[config.mk]
export PLATFORM = sky130hd
export DESIGN_NAME = alu_serial_rx
export DESIGN_NICKNAME = d
export VERILOG_FILES = /design/src/rtl/alu_serial_rx.sv
export SDC_FILE = /design/constraint.sdc
export NUM_CORES = 1
export LEC_CHECK = 0
export CAP_MARGIN = 20
export CORE_MARGIN = 3
export CORE_UTILIZATION = 38
export DETAILED_ROUTE_END_ITERATION = 10
export SYNTH_ARGS = -nofsm -noshare
export SYNTH_HDL_FRONTEND = slang
export SYNTH_SLANG_ARGS = --single-unit
[constraint.sdc]
create_clock -name clk -period 3.18 [get_ports clk]
set_input_delay 0.636 -clock clk [delete_from_list [all_inputs] [get_ports clk]]
set_output_delay 0.636 -clock clk [all_outputs]
set_load 0.01 [all_outputs]
[src/rtl/alu_serial_rx.sv]
// -----------------------------------------------------------------------------
// alu_serial_rx
//
// Receives command frames for the ALU from a one-bit-per-clock serial line.
// Each frame carries eight DATA packets (operand B then operand A, MSB byte
// first) followed by one CMD packet holding the opcode and a CRC-4 over
// {B, A, 1'b1, OP}. Frame length, CRC and opcode are checked, and one decoded
// command per frame is presented with a single-cycle valid strobe.
//
// Packet on the wire (11 bits, MSB first):
//   start(0), type(0=DATA, 1=CMD), payload[7:0], stop(1)
//
// Ports:
//   clk      in   1   system clock, rising edge
//   rst_n    in   1   asynchronous active-low reset
//   sin      in   1   serial input, idle high
//   a_o      out  32  decoded operand A (held when a frame has an error)
//   b_o      out  32  decoded operand B (held when a frame has an error)
//   op_o     out  3   decoded opcode (held when a frame has an error)
//   err_o    out  3   {err_data, err_crc, err_op}, at most one bit set
//   valid_o  out  1   one-cycle strobe marking a_o/b_o/op_o/err_o valid
// -----------------------------------------------------------------------------
module alu_serial_rx #(
  parameter logic [3:0] CRC_POLY = 4'b0011,
  parameter logic [3:0] CRC_INIT = 4'b0000
) (
  input  logic        clk,
  input  logic        rst_n,
  input  logic        sin,
  output logic [31:0] a_o,
  output logic [31:0] b_o,
  output logic [2:0]  op_o,
  output logic [2:0]  err_o,
  output logic        valid_o
);

  typedef enum logic [2:0] {IDLE, TYPE, PAYLOAD, STOP, DONE} state_e;

  state_e      state_q, state_d;
  logic        isCmd_q;
  logic [2:0]  bitCnt_q;
  logic [3:0]  dataCnt_q;
  logic [3:0]  crc_q;
  logic [7:0]  byte_q;
  logic [63:0] shift_q;
  logic [2:0]  opRx_q;
  logic [3:0]  crcRx_q;
  logic [31:0] a_q, b_q;
  logic [2:0]  op_q, err_q;
  logic [2:0]  errNext;

  // One step of the serial CRC-4 LFSR for a single message bit.
  function automatic logic [3:0] crcStep(input logic [3:0] c, input logic d);
    logic fb;
    fb = d ^ c[3];
    return {c[2:0], 1'b0} ^ (fb ? CRC_POLY : 4'b0000);
  endfunction

  // State register.
  always_ff @(posedge clk or negedge rst_n) begin
    if (!rst_n) state_q <= IDLE;
    else        state_q <= state_d;
  end

  // Next-state logic. DONE watches for a start bit so a back-to-back packet
  // arriving with no idle gap is not lost.
  always_comb begin
    state_d = state_q;
    unique case (state_q)
      IDLE:    if (!sin) state_d = TYPE;
      TYPE:    state_d = PAYLOAD;
      PAYLOAD: if (bitCnt_q == 3'd7) state_d = STOP;
      STOP:    state_d = (!sin || isCmd_q) ? DONE : IDLE;
      DONE:    state_d = (!sin) ? TYPE : IDLE;
      default: state_d = IDLE;
    endcase
  end

  // Error evaluation at the stop bit, highest priority wins. A low stop bit
  // is a framing error and is reported as err_data.
  always_comb begin
    errNext = 3'b000;
    if (!sin || dataCnt_q != 4'd8)
      errNext = 3'b100;
    else if (crc_q != crcRx_q)
      errNext = 3'b010;
    else if (!(opRx_q inside {3'b000, 3'b001, 3'b100, 3'b101}))
      errNext = 3'b001;
  end

  // Datapath. DATA payload bits feed the CRC as they arrive; in the CMD
  // payload the leading pad slot folds in the constant 1 of the message, the
  // next three bits are the opcode, and the last four are the received CRC.
  always_ff @(posedge clk or negedge rst_n) begin
    if (!rst_n) begin
      isCmd_q   <= 1'b0;
      bitCnt_q  <= 3'd0;
      dataCnt_q <= 4'd0;
      crc_q     <= CRC_INIT;
      byte_q    <= 8'd0;
      shift_q   <= 64'd0;
      opRx_q    <= 3'd0;
      crcRx_q   <= 4'd0;
      a_q       <= 32'd0;
      b_q       <= 32'd0;
      op_q      <= 3'd0;
      err_q     <= 3'd0;
    end else begin
      unique case (state_q)
        TYPE: begin
          isCmd_q  <= sin;
          bitCnt_q <= 3'd0;
        end
        PAYLOAD: begin
          bitCnt_q <= bitCnt_q + 3'd1;
          byte_q   <= {byte_q[6:0], sin};
          if (!isCmd_q) begin
            crc_q <= crcStep(crc_q, sin);
          end else if (bitCnt_q == 3'd0) begin
            crc_q <= crcStep(crc_q, 1'b1);
          end else if (bitCnt_q <= 3'd3) begin
            crc_q  <= crcStep(crc_q, sin);
            opRx_q <= {opRx_q[1:0], sin};
          end else begin
            crcRx_q <= {crcRx_q[2:0], sin};
          end
        end
        STOP: begin
          if (sin && !isCmd_q) begin
            shift_q   <= {shift_q[55:0], byte_q};
            dataCnt_q <= (dataCnt_q == 4'd9) ? 4'd9 : dataCnt_q + 4'd1;
          end
          if (!sin || isCmd_q) begin
            err_q <= errNext;
            if (errNext == 3'b000) begin
              b_q  <= shift_q[63:32];
              a_q  <= shift_q[31:0];
              op_q <= opRx_q;
            end
          end
        end
        DONE: begin
          dataCnt_q <= 4'd0;
          crc_q     <= CRC_INIT;
        end
        default: ;
      endcase
    end
  end

  // Output logic: the strobe is the DONE state itself.
  always_comb begin
    valid_o = (state_q == DONE);
    a_o     = a_q;
    b_o     = b_q;
    op_o    = op_q;
    err_o   = err_q;
  end

endmodule

# == Word-level counts from Yosys, hierarchy flattened ==
# Cells that the tools add are included.
# totals
register_bits,164
wordCells,75
in_bits,3
# op_classes
order_cmp,1
eq_ne,15
bitwise_logic,5
n_addsub,2
n_reduce_logical,21
muxes,18
# op_table
cell,n
2-to-1 mux 4 bit,5
one-hot mux 4 bit (2 select lines),2
one-hot mux 3 bit (5 select lines),1
"equality test 3 bit, second input constant",4
zero test 3 bit,4
2-to-1 mux 3 bit,4
AND reduction 2 bit,5
"inequality test 4 bit, second input constant",2
AND reduction 4 bit,2
XOR 4 x 2 -> 4 bit,2
"equality test 3 x 1 -> 1 bit, second input constant",2
"equality test 3 x 2 -> 1 bit, second input constant",2
2-to-1 mux 2 bit,3
"inequality test 2 bit, second input constant",3
one-hot mux 3 bit (2 select lines),1
nonzero test 2 bit,3
"adder 4 x 1 -> 4 bit, second input constant",1
"equality test 4 bit, second input constant",1
inequality test 4 bit,1
nonzero test 4 bit,1
"adder 3 x 1 -> 3 bit, second input constant",1
"less-or-equal comparator 3 x 2 -> 1 bit, second input constant",1
AND reduction 3 bit,1
zero test 1 bit,2
5 further kinds,8

# == Depth between registers and ports, before layout ==
# depth
depth_word,7
mapped_depth,9

# == Least setup slack after synthesis ==
# OpenSTA, ideal clock, no wires.
# synth_path
kind,flip-flop to flip-flop
startpoint,reg crc_q[3]
endpoint,"reg a_q[10], in the netlist a_o[10]"
period_less_slack_ns,1.912
setup_time_ns,0.125
arrival_ns,1.787
setup_slack_ns,1.268
path_stages_with_launch,8
n_path_buf,3
required_ns,3.055
cell_sequence,dfrtp_1 -> xor2_1 -> nor4_4 -> and4b_1 -> buf_6 -> buf_12 -> buf_12 -> mux2_4
# synth_between
elab_chain_len,5
# synth_rtl
item,line_no,text
from (decl),43,logic [3:0] crc_q;
from (signal assigned),118,"crc_q <= crcStep(crc_q, sin);"
from (signal assigned),120,"crc_q <= crcStep(crc_q, 1'b1);"
from (signal assigned),122,"crc_q <= crcStep(crc_q, sin);"
inequality test 4 bit,85,else if (crc_q != crcRx_q)
2-to-1 mux 2 bit,85,
2-to-1 mux 3 bit,83,if (!sin || dataCnt_q != 4'd8)
zero test 3 bit,135,if (errNext == 3'b000) begin
AND reduction 3 bit (no line),-,
to (signal assigned),137,a_q <= shift_q[31:0];
to (decl),48,"logic [31:0] a_q, b_q;"
# No other way between the ends.
# A chain may end at the register's enable or synchronous reset.

# == Worst setup path in the final report ==
# layout_path
startpoint,reg state_q[0]
endpoint,out valid_o
# layout_between
elab_chain_len,1
# layout_rtl
item,line_no,text
from (decl),39,"state_e state_q, state_d;"
from (signal assigned),62,else state_q <= state_d;
equality test 3 bit,153,valid_o = (state_q == DONE);
to (decl),34,output logic valid_o
# No other way between the ends.

==> impl_results.md <==
- Final Net Count: 494
- Reg-to-reg setup timing slack: 1.07 ns
- Starting density of the core: 39.1%
- Maximum clock insertion buffer count: 2
- Synth warn: 0
- Maximum Capacitance Violations: 0
- WP data required: 2.54 ns
- Routed vias/inst: 4.79
- Max-slew violations: 0
- Resized Gates After CTS: 0
- Average footprint of a synthesized cell: 16.1 um2
- Flop and latch count out of synthesis: 164
- Number of nets with antenna violations after routing: 0
- Register area share after synthesis: 62.5%
- Shortest clock period the worst path allows after layout: 2.48 ns
- GR Util All Layers: 13.4%
- CTS tree: yes
- Final-report hold violation count: 0
- I/O pin cnt: 74
- Final-report setup violation count: 0
- Final routed wirelength across all metal layers: 11.6 mm
- Type of the setup path with the least slack: reg -> out
- Max rail drop VDD: 0.000401 V
- Worst Setup Start Kind: flop
- Count of unresolved DRC violations after routing: 0
- Total met3 wirelength after detailed routing: 446 um
- Power consumption: 5.56 mW
- Detailed-routing iteration count for the pre-antenna-repair pass: 4
- Post-cts hold buffer count: 0
- Die area: 18900 um2
- Maximum number of pins on one net before global-route repair: 69
- PD cells: 688 nW/um2
- Core outline area: 16800 um2
- Hold WS: 0.123 ns
- Drt initial violations: 134
- Root buffer cell: clkbuf_16
- Crit share post-route: 77.9%
- Overflow left after global routing: 0
- Min-delay worst type: in -> async
- Net count after synthesis: 414
- Total of buffers placed on input and output ports: 73
- Vert. Die Dim: 137 um
- Row Count: 47
- Number of sinks driven by the clock tree: 164
- Setup TNS after final layout: 0 ns
- Half-perimeter wire length of the detailed placement result: 7.85 mm
- Die outline width: 137 um
- Mapped Cells: 407
- Relative slew margins: 69.0%
- Number of H-tree branching levels: 4
- N_diodes: 0
- Source-to-sink clock delay at the later pin of the worst-skew pair: 0.42 ns
- Clock buffers created by TritonCTS: 17
- Layout cells sized above 1: 38.2%
- Total leakage power: 3.81 nW
- Count of buffers added by post-CTS timing repair for setup: 0
- Layout-stage area growth over the synthesis result: 23.2%
- Average wire per cell in the routed design: 16.2 um
- CP Data Arrival Time: 1.84 ns
- Element type at the critical path end: output pin
- Count of different cell masters after synthesis: 38
- Amount of wire on met2 after detailed routing: 5.62 mm
- Top metal layer carrying routed signals: met4
- Setup skew after layout: 0.0104 ns
- Slew at the pin closest to its max-slew limit: 0.466 ns
- Wire length of the first global-routing pass: 19.4 mm
- Number of antenna violations at the first check in global routing: 0
- Largest fanout of any net on the critical path: 8
- Detailed-route wire length on metal 1: 5.46 mm
- Outcome: complete, no violations
- Top achievable clock speed: 404 MHz
- Via count of the first global-routing pass: 3677
- Routability congestion estimate from global placement: 0.791
- Clock transition at the register clock pins on the worst setup and hold paths after CTS: 0.06 ns
- Post-Syn Area: 6560 um2
- Unrepaired setup endpoints after global routing: no
- Vias post-DR: 3448
[sequential cells by signal (all words and copies together) (netlist names)]
signal and cells:
a_o 32, b_o 32, bitCnt_q 3, byte_q 8
crcRx_q 4, crc_q 4, dataCnt_q 4, err_o 3
isCmd_q 1, opRx_q 3, op_o 3, shift_q 64
state_q 3
[path summary, 6_finish.rpt]
path / from / end / depth (start not counted)
worst max-delay path: state_q[0] / valid_o / 4
worst min-delay path: rst_n / shift_q[45] / 1
worst max register to register: crc_q[3] / b_o[21] / 5
worst min register to register: dataCnt_q[3] / dataCnt_q[3] / 1
max in group asynchronous: rst_n / state_q[1] / 2
min in group clk: dataCnt_q[3] / dataCnt_q[3] / 1
[kinds of logic (layout without fill, tap and decap cells)]
logic type / after synthesis / count (layout) / share of synthesized area (%)
compound gates: 17 / 17 / 1.79
xor+xnor: 9 / 9 / 1.20
fa+ha+maj: 4 / 4 / 0.763
buf+inv: 29 / 122 / 3.20
flops: 164 / 164 / 62.5
mux: 148 / 148 / 27.0
simple gates: 36 / 36 / 3.47
[per-stage QoR]
stage	utilization [%]	instance area, um2	std cells	setup WS, ns
global route	48.2	8080	720	0.581
floorplan	-	6560	407	1.27
detailed placement	44.9	7530	688	0.406
finish	48.2	8080	720	0.702
global placement	44.9	7530	688	0.496
CTS	48.2	8080	720	0.669
[per-layer routing]
metal / vias up / global-route usage [%]
met1: 1790 / 18.2
met5: - / 0
met3: 13 / 4.20
met4: 0 / 3.99
met2: 55 / 20.6
li1: 1590 / -
[power breakdown]
group	switching, mW	internal [mW]
registers	0.303	2.42
clock network	0.776	1.14
logic	0.414	0.511
[cells in the mapped netlist]
cell type | instances | area share (%)
dfrtp_1 | 164 | 63
mux2_2 | 117 | 20
mux2_4 | 29 | 6.6
inv_1 | 9 | 0.51
buf_2 | 8 | 0.61
nor2_1 | 8 | 0.46
nand2_1 | 6 | 0.34
a21oi_1 | 5 | 0.38
a32o_1 | 5 | 0.76
buf_4 | 5 | 0.57
xor2_1 | 5 | 0.67
buf_12 | 4 | 1.2
ha_1 | 4 | 0.76
nand3_1 | 4 | 0.31
xnor2_1 | 4 | 0.53
o21ai_0 | 3 | 0.23
clkbuf_1 | 2 | 0.11
mux2i_1 | 2 | 0.31
nand2b_1 | 2 | 0.19
nor3b_1 | 2 | 0.23
o31ai_1 | 2 | 0.23
a31oi_1 | 1 | 0.095
and3_1 | 1 | 0.095
and4b_1 | 1 | 0.15
buf_6 | 1 | 0.17
nand2b_2 | 1 | 0.13
nand3_2 | 1 | 0.15
nand3b_1 | 1 | 0.11
nand4_1 | 1 | 0.095
nor2b_1 | 1 | 0.095
nor2b_2 | 1 | 0.13
nor3_1 | 1 | 0.076
nor3b_4 | 1 | 0.29
nor4_1 | 1 | 0.095
nor4_4 | 1 | 0.32
o22ai_1 | 1 | 0.095
or2_1 | 1 | 0.095
or2_2 | 1 | 0.095
[cell type report]
class	count	area, um2
fillers	1455	8680
clock buffers	24	482
well taps	220	275
flip-flops and latches	164	4100
inverters	9	33.8
repair buffers	81	855
clock inverters	8	73.8
multi-input cells	214	2260
[cell usage in the layout, fill, tap and decap left out, types with 2 or more instances in the layout]
| master | count |
|---|---|
| o21ai_0 | 3 |
| o31ai_1 | 2 |
| clkinv_2 | 4 |
| buf_12 | 5 |
| clkbuf_8 | 3 |
| clkbuf_16 | 17 |
| nand2_1 | 6 |
| buf_4 | 3 |
| ha_1 | 4 |
| mux2_2 | 117 |
| clkdlybuf4s50_1 | 72 |
| nor3b_1 | 2 |
| xnor2_1 | 4 |
| clkbuf_1 | 4 |
| nand2b_1 | 2 |
| dfrtp_1 | 164 |
| clkinvlp_4 | 2 |
| mux2_4 | 29 |
| xor2_1 | 5 |
| inv_1 | 9 |
| a32o_1 | 5 |
| mux2i_1 | 2 |
| nor2_1 | 7 |
| a21oi_1 | 5 |
| nand3_1 | 4 |
[worst max-delay path, cell delays in order, from the launching register on]
cell and delay (ns):
dfrtp_1 0.49, nor2_1 0.15, nand2_1 0.11, inv_1 0.13, clkdlybuf4s50_1 0.54
Power figures use the tool's default switching activity.
